<file path="config.mk">
export PLATFORM = sky130hd
export DESIGN_NAME = mcdf_ctrl_regs_n
export DESIGN_NICKNAME = d
export VERILOG_FILES = /design/src/rtl/mcdf_ctrl_regs_n.sv
export SDC_FILE = /design/constraint.sdc
export NUM_CORES = 1
export LEC_CHECK = 0
export CORE_UTILIZATION = 44
export CTS_CLUSTER_SIZE = 10
export DETAILED_ROUTE_END_ITERATION = 8
export GPL_ROUTABILITY_DRIVEN = 0
export PLACE_DENSITY = 0.86
export SETUP_SLACK_MARGIN = 0.3
export SYNTH_ARGS = -nofsm -noshare
export SYNTH_HDL_FRONTEND = slang
export SYNTH_SLANG_ARGS = --single-unit
</file>
<file path="constraint.sdc">
create_clock -name clk_i -period 2.75 [get_ports clk_i]
set_input_delay 0.6875 -clock clk_i [delete_from_list [all_inputs] [get_ports clk_i]]
set_output_delay 0.6875 -clock clk_i [all_outputs]
set_load 0.005 [all_outputs]
</file>
<file path="src/rtl/mcdf_ctrl_regs_n.sv">
// mcdf_ctrl_regs_n: N-channel control/status register file for the MCDF
// arbiter/formatter. Per-channel CTRL (en/len/prio), read-only STAT
// (FIFO availability), read-to-clear saturating ERRCNT and a sticky
// software lock in GLOBAL. Reads are registered with a one-cycle strobe.
module mcdf_ctrl_regs_n #(
  parameter int NUM_CH  = 4,
  parameter int ADDR_W  = 8,
  parameter int DATA_W  = 32,
  parameter int LEN_W   = 3,
  parameter int PRIO_W  = 2,
  parameter int AVAIL_W = 8,
  parameter int ERR_W   = 8
) (
  input  logic                        clk_i,
  input  logic                        rst_i,
  input  logic [1:0]                  cmd_i,
  input  logic [ADDR_W-1:0]           cmd_addr_i,
  input  logic [DATA_W-1:0]           cmd_data_i,
  output logic [DATA_W-1:0]           cmd_data_o,
  output logic                        cmd_rvalid_o,
  input  logic [NUM_CH*AVAIL_W-1:0]   slv_avail_i,
  output logic [NUM_CH*LEN_W-1:0]     slv_len_o,
  output logic [NUM_CH*PRIO_W-1:0]    slv_prio_o,
  output logic [NUM_CH-1:0]           slv_en_o,
  output logic                        lock_o
);

  localparam logic [1:0] CMD_RD  = 2'b01;
  localparam logic [1:0] CMD_WR  = 2'b10;
  localparam logic [1:0] CMD_BAD = 2'b11;

  logic [NUM_CH-1:0]             en_q;
  logic [NUM_CH-1:0][LEN_W-1:0]  len_q;
  logic [NUM_CH-1:0][PRIO_W-1:0] prio_q;
  logic                          lock_q;
  logic [ERR_W-1:0]              err_q;

  logic [31:0]       waddr;
  logic [3:0]        ch;
  logic              aligned, ctrl_hit, stat_hit, err_hit, glb_hit, legal;
  logic              is_rd, is_wr, ctrl_wr, err_ev, err_clr;
  logic [DATA_W-1:0] rd_mux;

  // Word index of the command address; channel index is its low nibble
  // for both the CTRL (0x00) and STAT (0x40) windows.
  assign waddr    = 32'(cmd_addr_i[ADDR_W-1:2]);
  assign ch       = waddr[3:0];
  assign aligned  = (cmd_addr_i[1:0] == 2'b00);
  assign ctrl_hit = aligned && (waddr < 32'(NUM_CH));
  assign stat_hit = aligned && (waddr >= 32'd16) && (waddr < 32'(16 + NUM_CH));
  assign err_hit  = aligned && (waddr == 32'd32);
  assign glb_hit  = aligned && (waddr == 32'd33);
  assign legal    = ctrl_hit || stat_hit || err_hit || glb_hit;

  assign is_rd    = (cmd_i == CMD_RD);
  assign is_wr    = (cmd_i == CMD_WR);
  assign ctrl_wr  = is_wr && ctrl_hit && !lock_q;
  assign err_clr  = is_rd && err_hit;
  assign err_ev   = (cmd_i == CMD_BAD)
                 || ((is_rd || is_wr) && !legal)
                 || (is_wr && (stat_hit || err_hit))
                 || (is_wr && ctrl_hit && lock_q);

  // Only the CTRL field bits of the write data are stored.
  logic unused_data;
  assign unused_data = ^cmd_data_i[DATA_W-1:LEN_W+PRIO_W+1];

  // Read data mux; anything not decoded returns zero.
  always_comb begin
    rd_mux = '0;
    for (int i = 0; i < NUM_CH; i++) begin
      if (ctrl_hit && ch == 4'(i))
        rd_mux = DATA_W'({prio_q[i], len_q[i], en_q[i]});
      if (stat_hit && ch == 4'(i))
        rd_mux = DATA_W'(slv_avail_i[i*AVAIL_W +: AVAIL_W]);
    end
    if (err_hit) rd_mux = DATA_W'(err_q);
    if (glb_hit) rd_mux = DATA_W'(lock_q);
  end

  // Per-channel CTRL registers; writes are blocked while locked.
  always_ff @(posedge clk_i or posedge rst_i) begin
    if (rst_i) begin
      en_q   <= '1;
      len_q  <= '0;
      prio_q <= '1;
    end else begin
      for (int i = 0; i < NUM_CH; i++) begin
        if (ctrl_wr && ch == 4'(i)) begin
          en_q[i]   <= cmd_data_i[0];
          len_q[i]  <= cmd_data_i[LEN_W:1];
          prio_q[i] <= cmd_data_i[LEN_W+PRIO_W:LEN_W+1];
        end
      end
    end
  end

  // Sticky lock: only a 1 write changes it, only reset clears it.
  always_ff @(posedge clk_i or posedge rst_i) begin
    if (rst_i)                                 lock_q <= 1'b0;
    else if (is_wr && glb_hit && cmd_data_i[0]) lock_q <= 1'b1;
  end

  // Error counter: read-to-clear wins, otherwise saturating increment.
  always_ff @(posedge clk_i or posedge rst_i) begin
    if (rst_i)                      err_q <= '0;
    else if (err_clr)               err_q <= '0;
    else if (err_ev && err_q != '1) err_q <= err_q + ERR_W'(1);
  end

  // Registered read port: data is zero whenever the strobe is low.
  always_ff @(posedge clk_i or posedge rst_i) begin
    if (rst_i) begin
      cmd_rvalid_o <= 1'b0;
      cmd_data_o   <= '0;
    end else begin
      cmd_rvalid_o <= is_rd;
      cmd_data_o   <= is_rd ? rd_mux : '0;
    end
  end

  assign slv_en_o   = en_q;
  assign slv_len_o  = len_q;
  assign slv_prio_o = prio_q;
  assign lock_o     = lock_q;

endmodule

</file>
After elaboration in Yosys (flattened, before gate mapping):

Cells that the tools add are included.

* magnitude comparators: 3
* divide/modulo/power cells: 0
* $add $sub $neg: 1
* bitwise gates (word level): 0
* mux-type cells: 13
* shifts and indexed selects: 0
* equal/unequal tests: 9
* multipliers: 0
* reductions and logical operators: 39

Operators with widths (number)
* 32-bit 2-to-1 mux: 10
* 1-bit logical AND: 26
* 8-bit 2-to-1 mux: 2
* 6-bit equality test (second input constant): 2
* 8-bit by 1-bit adder with 8-bit output (second input constant): 1
* 4-bit by 2-bit equality test with 1-bit output (second input constant): 2
* 1-bit logical OR: 8
* 8-bit inequality test (second input constant): 1
* 6-bit by 5-bit greater-or-equal comparator with 1-bit output (second input constant): 1
* 6-bit by 3-bit less-than comparator with 1-bit output (second input constant): 1
* 6-bit by 5-bit less-than comparator with 1-bit output (second input constant): 1
* 6-bit 2-to-1 mux: 1
* 2-bit equality test (second input constant): 2
* 4-bit by 1-bit equality test with 1-bit output (second input constant): 1
* 4-bit logical NOT: 1
* 2-bit by 1-bit equality test with 1-bit output (second input constant): 1
* 1-bit logical NOT: 2
* 2-bit logical NOT: 1
* 2-bit nonzero test: 1

* register bits: 66
* memory bits (writable): 0
* ROM bits: 0
* input bits: 76
* logic and storage cells: 81
* output and inout port bits: 58
* latch bits: 0
* memories: 0

Logic depth before layout (Yosys ltp):

Gate-level depths: netlist of the first run.

* word-level depth: 14
* mapped depth: 8
* depth with buffers taken out: 7

Least setup slack after synthesis of the first run:

Ideal clock, no wire load.

* path type: input -> register
* start: input port cmd_addr_i[6]
* end: register err_q[4]
* buffers on the path: 2
* required time: 2625 ps
* slack: 458 ps
* cell stages on the path: 8
* arrival: 2167 ps
* library setup time: 125 ps
* cell sequence: buf_6 > nor4b_4 > and3b_1 > buf_6 > o21ai_2 > a211oi_4 > nand3_2 > mux2_4

* cells in the longest elaborated chain, start to end: 13
* elaborated cells between the ends (all ways): 26
* classes of those cells: 3 x order compare; 2 x eq/ne; 1 x mux; 20 x reduce/logical

RTL lines
* start: declaration: RTL line 17 `input logic [ADDR_W-1:0] cmd_addr_i,`
* 6-bit by 5-bit greater-or-equal comparator with 1-bit output: RTL line 50 `assign stat_hit = aligned && (waddr >= 32'd16) && (waddr < 32'(16 + NUM_CH));`
* 1-bit logical AND (2 in series): RTL line 50
* 1-bit logical OR (3 in series): RTL line 53 `assign legal = ctrl_hit || stat_hit || err_hit || glb_hit;`
* 1-bit logical NOT: RTL line 60 `|| ((is_rd || is_wr) && !legal)`
* 1-bit logical AND: RTL line 60
* 1-bit logical OR: RTL line 60
* 1-bit logical OR: RTL line 61 `|| (is_wr && (stat_hit || err_hit))`
* 1-bit logical OR: RTL line 62 `|| (is_wr && ctrl_hit && lock_q);`
* 1-bit logical AND: RTL line 108 `else if (err_ev && err_q != '1) err_q <= err_q + ERR_W'(1);`
* 2-bit nonzero test (no line)
* end signal: assignment: RTL line 108
* end: declaration: RTL line 36 `logic [ERR_W-1:0] err_q;`

Several ways; a longest one is shown, not always the timed one.
A chain may end at the register's enable or synchronous reset.

Worst setup path after layout of the first run:

* start: input port cmd_addr_i[6]
* end: register cmd_data_o[0]

* cells in the longest elaborated chain, start to end: 14
* elaborated cells between the ends (all ways): 29
* classes of those cells: 3 x order compare; 2 x eq/ne; 11 x mux; 13 x reduce/logical

RTL lines
* 6-bit by 3-bit less-than comparator with 1-bit output / 6-bit by 5-bit greater-or-equal comparator with 1-bit output (equally long branches): RTL line 49, 50
* 1-bit logical AND (on tied branches): RTL line 49, 50
* 1-bit logical AND (on tied branches): RTL line 72, 50
* 6-bit 2-to-1 mux / 1-bit logical AND (equally long branches): RTL line 72, 74
* 32-bit 2-to-1 mux: RTL line 74 `if (stat_hit && ch == 4'(i))`
* 32-bit 2-to-1 mux: RTL line 72 `if (ctrl_hit && ch == 4'(i))`
* 32-bit 2-to-1 mux: RTL line 74
* 32-bit 2-to-1 mux: RTL line 72
* 32-bit 2-to-1 mux: RTL line 74
* 32-bit 2-to-1 mux: RTL line 72
* 32-bit 2-to-1 mux: RTL line 74
* 32-bit 2-to-1 mux: RTL line 77 `if (err_hit) rd_mux = DATA_W'(err_q);`
* 32-bit 2-to-1 mux *: RTL line 78 `if (glb_hit) rd_mux = DATA_W'(lock_q);`
* 32-bit 2-to-1 mux *: RTL line 118 `cmd_data_o <= is_rd ? rd_mux : '0;`
* end signal: assignment: RTL line 118
* end: declaration: RTL line 19 `output logic [DATA_W-1:0] cmd_data_o,`

Every way passes the cells marked *; elsewhere a longest branch is shown, timed or not.

==> metrics.md, run 1 <==
| Metric | Value |
|---|---|
| Status | `finished, final reports clean` |
| Internal Dissipation | `0.00111 W` |
| Gr usage total | `between 20% and 30%` |
| Sw frac | `31.7%` |
| Num rows | `28` |
| Synth unique cells | `56` |
| Reg2Reg Depth | `7` |
| Share of cells above drive strength 1 | `27.1%` |
| Initial DRC count | `151` |
| Worst Setup End Kind | `register` |
| Clock Pin Slew Worst Setup and Hold Paths | `0.08 ns` |
| Clk pwr share | `25.9%` |
| Post-synth EDFFs | `0` |
| Max Slew Vio Count | `0` |
| P_leak | `between 1.5 and 2 nW` |
| Final period util | `88.0%` |
| Ys flop type | `dfrtp_1` |
| Routed WL per cell | `~17 um` |
| Layout fillers | `488` |
| Die height | `~80 um` |
| Startpoint Class | `primary input` |
| Max cap viols | `0` |
| Initial DRT Pass Iterations | `4` |
| CP Max Fanout | `14` |
| Sink Count | `42` |
| Clock latency on the worst-skew pair | `0.30 ns` |
| NetSw | `0.000515 W` |
| Total power draw | `0.00162 W` |
| H-tree Lvls | `2` |
| Vias per cell | `5.41` |
| Ports | `134` |
| Final antenna-violating net count | `0` |
| Dpl hpwl | `between 5000 and 6000 um` |
| Maximum clock rate | `413 MHz` |
| Cell Pwr Density | `~420 mW/mm^2` |
| Area Growth Syn to Fin | `41.3%` |
| # nets final | `440` |
| Dpl cell area | `0.00372 sq mm` |
| Most common cell in the netlist | `dfrtp_1` |
| Fin area | `between 0.003 and 0.004 sq mm` |
| Area leader, netlist | `dfrtp_1` |
| Hold EP | `slv_len_o[3]$_DFFE_PP0P_` |
| Clock tree root driver cell | `clkbuf_8` |
| Flop2flop setup slack | `0.79 ns` |
| Synthesized instance count | `approximately 250` |
| Synth top area cells | `dfrtp_1, dfstp_2, mux2_2` |
| Final setup violation count | `0` |
| Initial core utilization | `45.8%` |
| WS Path Type | `primary input to register` |
| DR DRC count | `0` |
| CTS Buf Count | `5` |
| Hold Crit Class | `register to register` |
| Placed cells | `approximately 430` |
| Worst VDD drop | `between 0.0003 and 0.0004 V` |
| Ys async rst share | `between 90% and 100%` |
| CORE AREA | `roughly 0.0060 sq mm` |
| Ys Warns | `0` |
| Reg-to-reg startpoint | `err_q[0]$_DFFE_PP0P_` |
| Die area | `0.00652 sq mm` |
| Routed wire length | `7350 um` |
| Sequential share of the synthesized area | `around two fifths` |
| First-pass GRT wire length | `11600 um` |
| Vias | `2357` |
| R2R Path End | `err_q[4]$_DFFE_PP0P_` |
| Top cells by instance count after synthesis | `dfrtp_1, buf_4, nor2_1, mux2_2, a21oi_1` |
| Worst Setup SP | `cmd_addr_i[6]` |
| Unrepaired setup endpoints after global routing | `true` |
| Total negative setup slack | `0 ns` |
| Hold_buf cts | `0` |
| Final Hold Fails | `0` |
| Fin crit period | `2.42 ns` |
| Relative slew slack | `about 64%` |
| Worst Path Arrival | `2.57 ns` |
| Combinational share of power | `26.1%` |
| Core Util, Final | `64.7%` |
| Port Buf Inserts | `83` |
| Largest net degree at the start of global routing | `43` |
| DIE WIDTH | `80.7 um` |
| TritonCTS clock tree | `yes` |
| Post-synthesis average cell area | `10.8 sq um` |
| Req. time, crit path | `a little under 3 ns` |
| Sequential share of power | `48.0%` |
| Worst clock skew | `0.00778 ns` |
| Vias in the first global route | `2392` |
| Worst hold stages | `1` |
| N_diodes | `0` |
| Post-synth top area share | `27.5%` |
| GR Overflow Total | `0` |
| Min-delay src | `slv_len_o[3]$_DFFE_PP0P_` |
| Post-route insts no fill | `436` |
| Longest Clk Path Bufs | `2` |
| Flops & latches, synth | `42` |
| Initial antenna violation count | `0` |
| Worst-Margin Slew | `between 0.5 and 0.6 ns` |
| Synth Cell Area | `around 0.0027 sq mm` |
[critical path, stage by stage]
cell and delay, ns:
clkdlybuf4s50_1 0.62, buf_4 0.30, mux4_2 0.52, nor2_1 0.09, a21oi_1 0.05, o311ai_0 0.12
a31oi_1 0.18
[logic make-up after synthesis]
| kind of cell | Yosys count | share of synthesized area [%] |
|---|---|---|
| xor gates and xnor gates | 4 | 1.28 |
| adders and majority gates | 4 | 1.83 |
| buffers and inverters | 42 | 9.95 |
| muxes | 40 | 18.7 |
| AOI/OAI and AO/OA | 52 | 13.4 |
| DFF | 42 | 39.1 |
| and+or+nand+nor | 68 | 15.6 |
| other | 1 | 0.137 |
[routing by layer]
metal	share of wire, %	track usage (%)	routed length, um
met5	0	0	0
met4	1.3	6.96	98
met3	8.1	6.40	597
met2	51	42.4	3720
met1	40	27.8	2930
[stage by stage]
| step | hold slack (ns) | setup WS, ns |
|---|---|---|
| after floorplan | 0.507 | 0.458 |
| after global placement | 0.508 | 0.0392 |
| after detailed placement | 0.525 | -0.0118 |
| after CTS | 0.542 | 0.308 |
| after global routing | 0.566 | 0.295 |
| final | 0.537 | 0.330 |
[worst max path at each step]
| stage | to | slack (ns) | depth (start not counted) |
|---|---|---|---|
| after floorplan | err_q[4]$_DFFE_PP0P_ | 0.46 | 8 |
| after global placement | slv_len_o[9]$_DFFE_PP0P_ | 0.04 | 7 |
| after detailed placement | err_q[1]$_DFFE_PP0P_ | -0.01 | 8 |
| after CTS | err_q[1]$_DFFE_PP0P_ | 0.31 | 8 |
| after global routing | cmd_data_o[0]$_DFF_PP0_ | 0.29 | 7 |
| final | cmd_data_o[0]$_DFF_PP0_ | 0.33 | 7 |
[cell usage in the layout, fill, tap and decap left out, types with 6 or more instances in the layout]
cell type	count
conb_1	24
mux2i_1	9
clkdlybuf4s50_1	80
nand2_1	11
mux2_2	19
o22ai_1	6
mux2_4	8
buf_4	28
dfrtp_1	30
nor2_1	20
clkbuf_8	6
dfstp_2	12
a21oi_1	11
inv_1	6
o21ai_0	9
[layout make-up]
| class | instances | area (sq um) | area share, % |
|---|---|---|---|
| clock inverters | 1 | 5.00 | 0.130 |
| inverters | 6 | 22.5 | 0.584 |
| clock buffers | 7 | 86.3 | 2.24 |
| multi-input cells | 192 | 1500 | 38.9 |
| repair buffers | 113 | 1080 | 28.0 |
| well taps | 75 | 93.8 | 2.43 |
| flip-flops and latches | 42 | 1070 | 27.7 |
[power groups by stage]
stage | combinational, W | clock (W) | sequential (W)
2_1_floorplan | 0.000278 | 0 | 0.000752
3_3_place_gp | 0.000395 | 0 | 0.000771
3_5_place_dp | 0.000413 | 0 | 0.000779
4_1_cts | 0.000417 | 0.000427 | 0.000773
5_1_grt | 0.000465 | 0.000453 | 0.000785
6_report | 0.000423 | 0.000421 | 0.000779
[sequential cells by signal (all words and copies together) (netlist names)]
signal	count
slv_en_o	4
slv_len_o	12
err_q	8
lock_o	1
cmd_data_o	8
slv_prio_o	8
cmd_rvalid_o	1
[what timing repair did]
action | 4_1_cts | 5_1_grt
endpoints found under the setup margin | 0 | 7
setup buffers | 0 | 1
gates resized for setup | 0 | 12
hold endpoints to repair | 0 | 0
Note: power is estimated with default switching activity, not from simulation.
==> run 2: changes to the inputs <==
- CORE_MARGIN: not set -> 3
- CORE_UTILIZATION: 44 -> 45
- CTS_BUF_LIST: not set -> sky130_fd_sc_hd__clkbuf_4
- PLACE_DENSITY: 0.86 -> 0.88
==> metrics.md, run 2 (synthesis results as in run 1) <==
| Metric | Value |
|---|---|
| Num rows | `27` |
| Clock latency on the worst-skew pair | `between 0.3 and 0.4 ns` |
| Req. time, crit path | `between 2 and 3 ns` |
| Initial DRC count | `117` |
| H-tree Lvls | `2` |
| # nets final | `434` |
| Routed WL per cell | `17.1 um` |
| Worst clock skew | `approximately 0.011 ns` |
| Worst hold slack | `about 0.55 ns` |
| First-pass GRT wire length | `12100 um` |
| Max Slew Vio Count | `0` |
| NetSw | `0.000485 W` |
| Longest Clk Path Bufs | `2` |
| CTS Buf Count | `5` |
| Vias | `2303` |
| Largest net degree at the start of global routing | `43` |
| Initial core utilization | `48.1%` |
| Internal Dissipation | `about 0.0011 W` |
| Post-place setup slack | `0.0166 ns` |
| Final WS setup | `0.389 ns` |
| Sink Count | `42` |
| Status | `finished, final reports clean` |
| Worst Setup End Kind | `register` |
| Placed cells | `between 400 and 500` |
| Routing usage on met1 | `24.2%` |
| Clock Pin Slew Worst Setup and Hold Paths | `0.14 ns` |
| CP Max Fanout | `5` |
| Final setup violation count | `0` |
| WS Path Type | `primary input to register` |
| Clk pwr share | `25.1%` |
| Flop2flop setup slack | `0.81 ns` |
| Hold Crit Class | `register to register` |
| P_leak | `1.62 nW` |
| Port Buf Inserts | `83` |
| Share of cells above drive strength 1 | `24.8%` |
| Dpl hpwl | `5710 um` |
| Die area | `0.00703 sq mm` |
| Most frequent cells in the layout | `clkdlybuf4s50_1, dfrtp_1, conb_1, buf_4, nor2_1` |
| Unrepaired setup endpoints after global routing | `false` |
| Largest register FFs | `12` |
| Post-route insts no fill | `about 430` |
| Final period util | `approximately 86%` |
| GRT met2 Usage | `37.1%` |
| GRT met3 Usage | `8.09%` |
| Worst-Margin Slew | `0.540 ns` |
| Vias in the first global route | `2409` |
| Die height | `83.9 um` |
| Total negative setup slack | `0 ns` |
| DIE WIDTH | `83.9 um` |
| Final Hold Fails | `0` |
| Combinational share of power | `between 20% and 30%` |
| Gr usage total | `between 20% and 30%` |
| Reg2Reg Depth | `7` |
| Relative slew slack | `between 60 and 70%` |
| Initial DRT Pass Iterations | `4` |
| N_diodes | `0` |
| Initial antenna violation count | `0` |
| Sw frac | `30.9%` |
| Fin crit period | `2.36 ns` |
| Routed wire length | `7290 um` |
| CORE AREA | `0.00568 sq mm` |
| Final antenna-violating net count | `0` |
| Ports | `around 130` |
| # Post-CTS Setup Buffers | `0` |
| Cell Pwr Density | `418 mW/mm^2` |
| Maximum clock rate | `424 MHz` |
| Worst VDD drop | `0.000230 V` |
| Startpoint Class | `primary input` |
| Sequential share of power | `49.4%` |
| Vias per cell | `between 5 and 6` |
| DR DRC count | `0` |
| Area Growth Syn to Fin | `37.6%` |
| Worst Path Arrival | `approximately 2.6 ns` |
| Worst hold stages | `1` |
| GRT Max-Usage Layer | `met2` |
| Total power draw | `0.00157 W` |
| TritonCTS clock tree | `yes` |
| GR Overflow Total | `0` |
| Commonest non-fill, non-tap cell in the layout | `clkdlybuf4s50_1` |
| Clock tree root driver cell | `clkbuf_4` |
| Max cap viols | `0` |
run 2: changes by cell type in the layout (fill, tap and decap cells not counted), sizes merged:
cell,before,now
buf,30,24
clkbuf,7,5
clkinv,1,2
clkdlybuf4s50,80,83
dlymetal6s2s,3,0
bufinv,0,1
run 2: metrics by stage:
stage               utilization [%]  cell area, sq um
floorplan                         -              2810
global route                   66.1              3750
global placement               64.6              3670
detailed placement             64.6              3670
finish                         66.1              3750
CTS                            66.0              3740
run 2: metal layers:
metal | vias to the layer above | share of wire (%)
met4 | 0 | 1.1
met3 | 8 | 9.3
met2 | 102 | 51
met5 | - | 0
met1 | 1121 | 38
li1 | 1072 | -
run 2: path summary, 6_finish.rpt:
check | endpoint | from
setup / recovery | slv_len_o[6]$_DFFE_PP0P_ | cmd_addr_i[1]
hold / removal | slv_len_o[2]$_DFFE_PP0P_ | slv_len_o[2]$_DFFE_PP0P_
setup reg to reg | err_q[4]$_DFFE_PP0P_ | err_q[0]$_DFFE_PP0P_
hold reg to reg | slv_len_o[2]$_DFFE_PP0P_ | slv_len_o[2]$_DFFE_PP0P_
max in group asynchronous | slv_en_o[3]$_DFFE_PP1P_ | rst_i
min in group asynchronous | err_q[0]$_DFFE_PP0P_ | rst_i
run 2: repair_timing:
item	CTS	global route
gates resized for setup	0	2
endpoints found under the setup margin	0	2
hold buffers	0	0
run 2: cell type report:
| class | count | area [sq um] |
|---|---|---|
| Inverter | 6 | 22.5 |
| Tap cell | 72 | 90.1 |
| Sequential cell | 42 | 1070 |
| Multi-Input combinational cell | 192 | 1490 |
| Clock inverter | 3 | 40.0 |
| Timing Repair Buffer | 107 | 1010 |
| Fill cell | 436 | 1920 |
| Clock buffer | 5 | 37.5 |
run 2: power groups by stage:
stage          clock network [W]  logic [W]  registers [W]
6_report                0.000394   0.000400       0.000774
5_1_grt                 0.000431   0.000447       0.000787
4_1_cts                 0.000407   0.000397       0.000770
3_5_place_dp                   0   0.000397       0.000779
3_3_place_gp                   0   0.000381       0.000775
2_1_floorplan                  0   0.000278       0.000752
run 2: critical path, cell delays in order:
cell and delay [ns]:
clkdlybuf4s50_1 0.42, or3_4 0.44, nor2_8 0.11, nand3_4 0.07, buf_4 0.16, nor3_2 0.19
buf_4 0.20, mux2_2 0.33
==> run 3: changes to the inputs <==
- SKIP_LAST_GASP: not set -> 1
==> results of run 3 <==
No change in the layout: final DEF, timing and power equal those of run 2.
